--- config.mk ---
export PLATFORM = sky130hd
export DESIGN_NAME = oam_dma_engine
export DESIGN_NICKNAME = d
export VERILOG_FILES = /design/src/rtl/dma_defs.sv /design/src/rtl/dma_read_pipe.sv /design/src/rtl/oam_dma_engine.sv
export SDC_FILE = /design/constraint.sdc
export NUM_CORES = 1
export LEC_CHECK = 0
export CELL_PAD_IN_SITES_DETAIL_PLACEMENT = 1
export CELL_PAD_IN_SITES_GLOBAL_PLACEMENT = 1
export CORE_MARGIN = 10
export CORE_UTILIZATION = 29
export DETAILED_ROUTE_END_ITERATION = 8
export PLACE_DENSITY = 0.85
export SLEW_MARGIN = 10
export SYNTH_ARGS = -nofsm -noshare
export SYNTH_HDL_FRONTEND = slang
export SYNTH_SLANG_ARGS = --single-unit
--- constraint.sdc ---
create_clock -name iClock -period 1.5 [get_ports iClock]
set_clock_uncertainty 0.05 [all_clocks]
set_input_delay 0.15 -clock iClock [delete_from_list [all_inputs] [get_ports iClock]]
set_output_delay 0.15 -clock iClock [all_outputs]
set_load 0.005 [all_outputs]
--- src/rtl/dma_defs.sv ---
// Shared definitions for the OAM DMA engine: FSM encoding, address constants
// and the echo-RAM source fold.
package dma_defs;

  localparam int          OAM_SIZE     = 160;
  localparam logic [7:0]  LAST_INDEX   = 8'(OAM_SIZE - 1);
  localparam logic [15:0] DMA_REG_ADDR = 16'hFF46;
  localparam logic [7:0]  ECHO_BASE    = 8'hE0;
  localparam logic [7:0]  ECHO_FOLD    = 8'h20;

  localparam logic [1:0] ST_IDLE  = 2'd0;
  localparam logic [1:0] ST_START = 2'd1;
  localparam logic [1:0] ST_XFER  = 2'd2;
  localparam logic [1:0] ST_DRAIN = 2'd3;

  typedef struct packed {
    logic       valid;
    logic [7:0] index;
  } pipe_entry_t;

  // Pages 0xE0..0xFF mirror work RAM at 0xC0..0xDF.
  function automatic logic [7:0] fold_source(input logic [7:0] value);
    if (value >= ECHO_BASE) begin
      return value - ECHO_FOLD;
    end else begin
      return value;
    end
  endfunction

endpackage

--- src/rtl/dma_read_pipe.sv ---
// Shift register that carries the request valid bit and OAM index alongside
// the source read latency, so each returned byte lands with its index.
module dma_read_pipe
  import dma_defs::*;
#(
  parameter int DEPTH = 1
) (
  input  logic       clock,
  input  logic       reset_n,
  input  logic       flush,
  input  logic       req_valid,
  input  logic [7:0] req_index,
  output logic       wr_valid,
  output logic [7:0] wr_index
);

  pipe_entry_t stage_r [DEPTH];

  // Flush drops every in-flight valid, including the one entering this edge.
  always_ff @(posedge clock) begin
    if (!reset_n) begin
      for (int i = 0; i < DEPTH; i++) begin
        stage_r[i] <= '0;
      end
    end else if (flush) begin
      for (int i = 0; i < DEPTH; i++) begin
        stage_r[i].valid <= 1'b0;
      end
    end else begin
      stage_r[0] <= '{valid: req_valid, index: req_index};
      for (int i = 1; i < DEPTH; i++) begin
        stage_r[i] <= stage_r[i-1];
      end
    end
  end

  assign wr_valid = stage_r[DEPTH-1].valid;
  assign wr_index = stage_r[DEPTH-1].index;

endmodule

--- src/rtl/oam_dma_engine.sv ---
// OAM DMA initiator: snoops writes to 0xFF46, reads 160 bytes from {src,00}
// and writes them in order into sprite OAM while holding the CPU off the bus.
module oam_dma_engine
  import dma_defs::*;
#(
  parameter int READ_LATENCY = 1
) (
  input  logic        iClock,
  input  logic        iReset,
  input  logic [15:0] iCpuAddr,
  input  logic        iCpuWe,
  input  logic [7:0]  iCpuData,
  output logic [7:0]  oDmaReg,
  output logic        oDmaBusy,
  output logic        oDmaReadRequest,
  output logic [15:0] oDmaReadAddr,
  input  logic [7:0]  iDmaReadData,
  output logic        oOamWe,
  output logic [7:0]  oOamAddr,
  output logic [7:0]  oOamData
);

  logic [1:0] state_r;
  logic [1:0] state_next_s;
  logic [7:0] src_high_r;
  logic [7:0] count_r;
  logic [7:0] count_next_s;
  logic       trigger_s;
  logic       last_write_s;

  assign trigger_s    = iCpuWe && (iCpuAddr == DMA_REG_ADDR);
  assign last_write_s = oOamWe && (oOamAddr == LAST_INDEX);

  // A trigger restarts the transfer from START whatever state we are in.
  always_comb begin
    state_next_s = state_r;
    if (trigger_s) begin
      state_next_s = ST_START;
    end else begin
      case (state_r)
        ST_IDLE:  state_next_s = ST_IDLE;
        ST_START: state_next_s = ST_XFER;
        ST_XFER: begin
          if (count_r == LAST_INDEX) begin
            state_next_s = ST_DRAIN;
          end else begin
            state_next_s = ST_XFER;
          end
        end
        ST_DRAIN: begin
          if (last_write_s) begin
            state_next_s = ST_IDLE;
          end else begin
            state_next_s = ST_DRAIN;
          end
        end
        default: state_next_s = ST_IDLE;
      endcase
    end
  end

  // Index of the request shown next cycle; any entry into XFER starts at 0.
  always_comb begin
    count_next_s = 8'h00;
    if ((state_r == ST_XFER) && (state_next_s == ST_XFER)) begin
      count_next_s = count_r + 8'd1;
    end else begin
      count_next_s = 8'h00;
    end
  end

  // FSM, request counter and registered bus-side outputs.
  always_ff @(posedge iClock) begin
    if (!iReset) begin
      state_r         <= ST_IDLE;
      count_r         <= 8'h00;
      oDmaBusy        <= 1'b0;
      oDmaReadRequest <= 1'b0;
      oDmaReadAddr    <= 16'h0000;
    end else begin
      state_r         <= state_next_s;
      count_r         <= count_next_s;
      oDmaBusy        <= (state_next_s != ST_IDLE);
      oDmaReadRequest <= (state_next_s == ST_XFER);
      if (state_next_s == ST_XFER) begin
        oDmaReadAddr <= {src_high_r, count_next_s};
      end else begin
        oDmaReadAddr <= 16'h0000;
      end
    end
  end

  // DMA register readback and folded source page, captured on each trigger.
  always_ff @(posedge iClock) begin
    if (!iReset) begin
      oDmaReg    <= 8'h00;
      src_high_r <= 8'h00;
    end else if (trigger_s) begin
      oDmaReg    <= iCpuData;
      src_high_r <= fold_source(iCpuData);
    end else begin
      oDmaReg    <= oDmaReg;
      src_high_r <= src_high_r;
    end
  end

  dma_read_pipe #(
    .DEPTH(READ_LATENCY)
  ) u_read_pipe (
    .clock    (iClock),
    .reset_n  (iReset),
    .flush    (trigger_s),
    .req_valid(oDmaReadRequest),
    .req_index(count_r),
    .wr_valid (oOamWe),
    .wr_index (oOamAddr)
  );

  assign oOamData = iDmaReadData;

endmodule
==> results of run 1 <==
worst max-delay path by stage:
| stage | endpoint | slack (ps) | cells after the start |
|---|---|---|---|
| 2_1_floorplan | oDmaReadAddr[10] | 40 | 5 |
| 3_3_place_gp | u_read_pipe.stage_r[0][6] | -310 | 6 |
| 3_5_place_dp | u_read_pipe.stage_r[0][1] | -370 | 5 |
| 4_1_cts | oDmaReadAddr[9] | -20 | 6 |
| 5_1_grt | oDmaReadAddr[7] | -40 | 5 |
| 6_report | count_r[4] | 20 | 5 |
placed cells by master, fill, tap and decap left out, types with 5 or more instances in the layout:
cell type / n
clkdlybuf4s50_1: 61
nor3b_2: 7
edfxtp_1: 9
clkbuf_8: 6
nor3_1: 8
nand3_1: 16
dfxtp_1: 37
nor2_1: 6
a21oi_1: 11
and3_1: 9
o21ai_0: 8
nor3_2: 5
nand2_1: 6
buf_4: 19
registers in the layout (all words and copies together), names as in the netlist:
| name | cells |
|---|---|
| state_r | 2 |
| src_high_r | 3 |
| oDmaReg | 8 |
| oDmaReadRequest | 1 |
| count_r | 8 |
| oDmaBusy | 1 |
| oDmaReadAddr | 16 |
| u_read_pipe.stage_r | 9 |
logic make-up after synthesis:
| group | synth area share (%) |
|---|---|
| DFF | 53.1 |
| other | 0.190 |
| adders and majority gates | 1.26 |
| AOI/OAI and AO/OA | 7.34 |
| and+or+nand+nor | 25.3 |
| xor gates and xnor gates | 2.66 |
| buffers and inverters | 9.11 |
| muxes | 1.01 |
layout make-up:
| cell class | count | area, µm² | share of cell area, % |
|---|---|---|---|
| flip-flops and latches | 48 | 1050 | 35.7 |
| inverters | 4 | 15.0 | 0.508 |
| clock buffers | 6 | 82.6 | 2.80 |
| repair buffers | 84 | 816 | 27.6 |
| clock inverters | 2 | 10.0 | 0.339 |
| multi-input cells | 116 | 877 | 29.7 |
| well taps | 80 | 100 | 3.39 |
critical path, stage by stage, from the launching register on:
cell     delay (ps)
dfxtp_2         350
ha_4            150
and4_4          150
a31oi_4         260
nand3_4         210
nor3_1          240
repair_timing:
action | 4_1_cts | 5_1_grt
resized for setup | 16 | 17
hold endpoints to repair | 0 | 0
setup endpoints to repair | 32 | 37
buffers inserted | 1 | 0
pin swaps | 3 | 8
cloned | 1 | 0
power by group through the flow:
stage | registers, W | logic (W) | clock network [W]
after global placement | 0.00134 | 0.000132 | 0
after detailed placement | 0.00134 | 0.000138 | 0
final | 0.00131 | 0.000147 | 0.000784
after floorplan | 0.00134 | 0.0000480 | 0
after CTS | 0.00131 | 0.000143 | 0.000799
after global routing | 0.00131 | 0.000158 | 0.000857
per-stage QoR:
| stage | hold WS [ps] | setup WS [ps] | cells | setup TNS, ps | area [µm²] |
|---|---|---|---|---|---|
| after global routing | 250 | -43.1 | 340 | -359 | 2950 |
| after detailed placement | 250 | -373 | 330 | -14430 | 2710 |
| after CTS | 250 | -23.2 | 340 | -102 | 2880 |
| final | 250 | 19.5 | 340 | 0 | 2950 |
| after global placement | 250 | -314 | 330 | -12580 | 2710 |
| after floorplan | 252 | 41.7 | 192 | 0 | 1980 |
routing by layer:
metal	wire length, µm	share of wire [%]
met5	0	0
met4	104	1.7
met1	2430	41
met3	354	5.9
met2	3090	52
==> results.txt, run 1 <==
Logic pwr share: 6.6%
Final period util: 98.7%
Final setup viols: 0
DR DRC count: 0
CTS Buf Count: 5
IO Count: 78
WL/cell: 17.6 µm
DR vias: 1,683
Post-Syn Instances: 192
Async S/R FF share, synth: 0%
CP max FO: 12
post-synthesis sequential area ratio: 53.1%
power per cell area: 758 nW/µm²
CTS root buffer: clkbuf_8
clk buf depth: 2
Die H: 103 µm
Post-synth EDFFs: 9
share of layout cells above drive strength 1: 23.5%
Initial Util: 29.4%
flip-flop and latch count after synthesis: 48
clock sink total: 48
WHS Path Cells: 0
pin count of the biggest net entering global routing: 18
IO buf count: 61
count leader, synth: dfxtp_1
Synth top cells by count: dfxtp_1, nand3_1, buf_4, nor3_1, nor3b_1
switching share of power: 21.0%
gp weighted congestion: 0.759
Synth area leader: dfxtp_1
Critical Path Source Type: flip-flop
number of global-route vias before repair: 1,885
FF-to-FF End: count_r[4]
yosys warns: 0
Util after Layout: 44.0%
clk_lat worst skew: 300 ps
maximum vdd ir drop: 314 µV
Placeable Area: 6720 µm²
crit end category: flip-flop
critical path arrival: 1660 ps
FF-to-FF setup slack: 20 ps
leakage: 1.06 nW
Hold-fix buffers, CTS: 0
antenna violations before repair: 0
met1 usage: 11.8%
ys flop type: dfxtp_1
Die Area: 10,500 µm²
Hold/Removal Path Class: in2out
Crit. Startpoint: count_r[0]
Area contributors post-synth: dfxtp_1, edfxtp_1, buf_4
Critical Path RT: 1680 ps
gr ovfl total: 0
Mapped Avg Cell Area: 10.3 µm²
Synth top area share: 39.5%
Design Power: 0.00224 W
fmax: 675 MHz
gr busiest metal: met2
synth unique cells: 37
Hold Crit Start: iDmaReadData[4]
FF-to-FF path depth: 5
WL final: 5980 µm
CP Class: reg2reg
Worst-path clk slew: 90 ps
met2 Resource Use GR: 20.3%
CTS tree: done
Clock power frac: 35.0%
fin. max-slew vios: 0
RR Startpoint: count_r[0]
Vias per Instance: 4.95
Hold Path Sink: oOamData[4]
DP Wirelength: 4410 µm
Syn Nets: 229
Tmin final: 1480 ps
Sequential Power Share: 58.4%
Cell Area, Synth: 1980 µm²
GRT Total Usage: 11.1%
first-pass GRT wire length: 9190 µm
outcome: finished, final reports clean
CTS H-tree depth: 2
GR Util met3: 2.95%
Hold Violations, Final: 0
DIE WIDTH: 103 µm
Int Power: 0.00177 W
Psw: 0.000470 W
unrepaired setup endpoints after global routing: yes
initial drt markers: 70
Fillers: 725
Initial DRT Pass Iterations: 4
Nets: 296
post-route ant nets: 0
Max Cap Violations: 0
synthesis-to-layout area growth: 49.3%
n_diodes: 0
std cell rows: 30
(Power assumes the default switching activity.)
==> run 2, diff against run 1 <==
GPL_TIMING_DRIVEN = 0   (was unset)
==> run 2 against run 1 <==
  * The run now ends with setup timing left
  * Flip-flop and latch count did not move
  * Sequential share of layout area fell by 2.7 points
  * Combinational power rose by 12%
  * Routed wire length rose by 6.2%
  * Largest power group unchanged
  * First-iteration DRC count fell by 8.6%
  * Critical endpoint is now count_r[3]
  * Register-to-register slack got worse by 70 ps
  * Non-clock buffer count rose by 21
  * Setup slack got worse by 66 ps
  * Total power fell by 1.3%
==> results.txt, run 2 (synthesis gave the netlist of run 1 again) <==
outcome: finished with violations
failing checks: setup timing
std cell rows: 30
clock sink total: 48
DP Wirelength: 4420 µm
Initial Util: 29.4%
unrepaired setup endpoints after global routing: yes
DP Area: 2760 µm²
maximum vdd ir drop: 281 µV
power per cell area: 684 nW/µm²
fin. max-slew vios: 0
WL/cell: 17.6 µm
fmax: 647 MHz
CTS H-tree depth: 2
most common cell after layout, fill and taps aside: clkdlybuf4s50_1
largest registers: oDmaReadAddr x16, u_read_pipe.stage_r x9
Vias per Instance: 4.86
Critical Path RT: 1680 ps
area taken by multi-input logic gates: 947 µm²
Final setup viols: 9
Worst-path clk slew: 80 ps
first-pass GRT wire length: 9570 µm
Die H: 103 µm
Fillers: 738
synthesis-to-layout area growth: 63.3%
Nets: 317
Crit. Startpoint: count_r[1]
Hold-fix buffers, CTS: 0
Tmin final: 1550 ps
CP Class: reg2reg
n_diodes: 0
Die Area: 10,500 µm²
RR Startpoint: count_r[1]
IO Count: 78
DR DRC count: 0
worst-path cell chain: ha_4 > and4_4 > a31oi_4 > nand3_4 > buf_8 > nor3_4
CTS root buffer: clkbuf_8
gr ovfl total: 0
Hold/Removal Path Class: in2reg
pin count of the biggest net entering global routing: 15
share of layout cells above drive strength 1: 28.5%
CTS Buf Count: 5
crit end category: flip-flop
Setup TNS: -224 ps
Initial DRT Pass Iterations: 4
met1 usage: 12.0%
FF/Latch Area: 1060 µm²
Critical Path Source Type: flip-flop
slowest stage delay, CP: 370 ps
Top reg by flops: oDmaReadAddr
antenna violations before repair: 0
GRT Total Usage: 11.5%
CP max FO: 5
met2 Resource Use GR: 20.9%
Hold Violations, Final: 0
CTS tree: done
critical path arrival: 1730 ps
CP max stage cell: dfxtp_4
fin worst setup slack: -46.5 ps
commonest cells after routing, fill and taps aside: clkdlybuf4s50_1, dfxtp_1, buf_4
gp weighted congestion: 0.758
post-route ant nets: 0
DR vias: 1,753
post-route cell area: 3230 µm²
DIE WIDTH: 103 µm
Max Cap Violations: 0
number of global-route vias before repair: 1,915
gr busiest metal: met2
max reg flops: 16
clk_lat worst skew: 300 ps
Final period util: 103%
WL final: 6340 µm
IO buf count: 68
clk buf depth: 2
leakage: 1.27 nW
GR Util met3: 4.29%
initial drt markers: 64
Placeable Area: 6720 µm²
Hold Crit Start: iReset
==> run 2: cell types whose count changed in the layout (fill, tap and decap cells not counted), moves of 4 or more <==
cell             change
clkbuf_1             +4
clkdlybuf4s50_1      -4
buf_6                +5
nor3_1               -6
dfxtp_1              -4
dlymetal6s2s_1      +11
==> run 2: worst paths after layout <==
| check | to | slack [ps] | cells after the start |
|---|---|---|---|
| worst max-delay path | count_r[3] | -50 | 6 |
| worst max register to register | count_r[3] | -50 | 6 |
| worst min-delay path | src_high_r[7] | 280 | 3 |
| worst min register to register | src_high_r[6] | 420 | 2 |
==> run 2: worst max-delay path: cells and delay by family (launching register included) <==
family	cells	cell delay, ps
flops	1	370
simple gates	3	450
fa+ha+maj	1	160
compound gates	1	260
buf+inv	1	190
==> run 2: routing by layer <==
metal  share of wire, %  wire [µm]
met5                  0          0
met4                2.3        144
met3                7.7        490
met2                 50       3160
met1                 40       2550
==> run 2: stage by stage <==
stage                     power, W  util (%)  hold slack [ps]  worst slack [ps]  std cells
after floorplan            0.00139         -              252              41.7        192
after global placement     0.00149      41.1              393              -515        340
after detailed placement   0.00149      41.1              415              -578        340
after CTS                  0.00222      44.9              289             -28.9        355
after global routing       0.00229      48.1              323              -104        361
final                      0.00221      48.1              284             -46.5        361
==> run 2: layout make-up <==
type / count / share of cell area, %
Buffer: 24 / 6.08
Multi-Input combinational cell: 116 / 29.3
Timing Repair Buffer: 81 / 25.6
Clock buffer: 6 / 2.25
Tap cell: 80 / 3.10
Inverter: 4 / 0.465
Sequential cell: 48 / 32.9
Clock inverter: 2 / 0.232
==> run 2: repair_timing <==
action / 4_1_cts / 5_1_grt
gates resized for setup: 32 / 40
pin swaps: 5 / 15
cloned: 1 / 1
endpoints found under the setup margin: 40 / 45
buffers inserted: 6 / 5
==> run 2: power breakdown <==
part / total, W / internal (W) / switching [W]
registers: 0.00130 / 0.00130 / 0.000000532
clock network: 0.000741 / 0.000319 / 0.000423
logic: 0.000164 / 0.000103 / 0.0000604
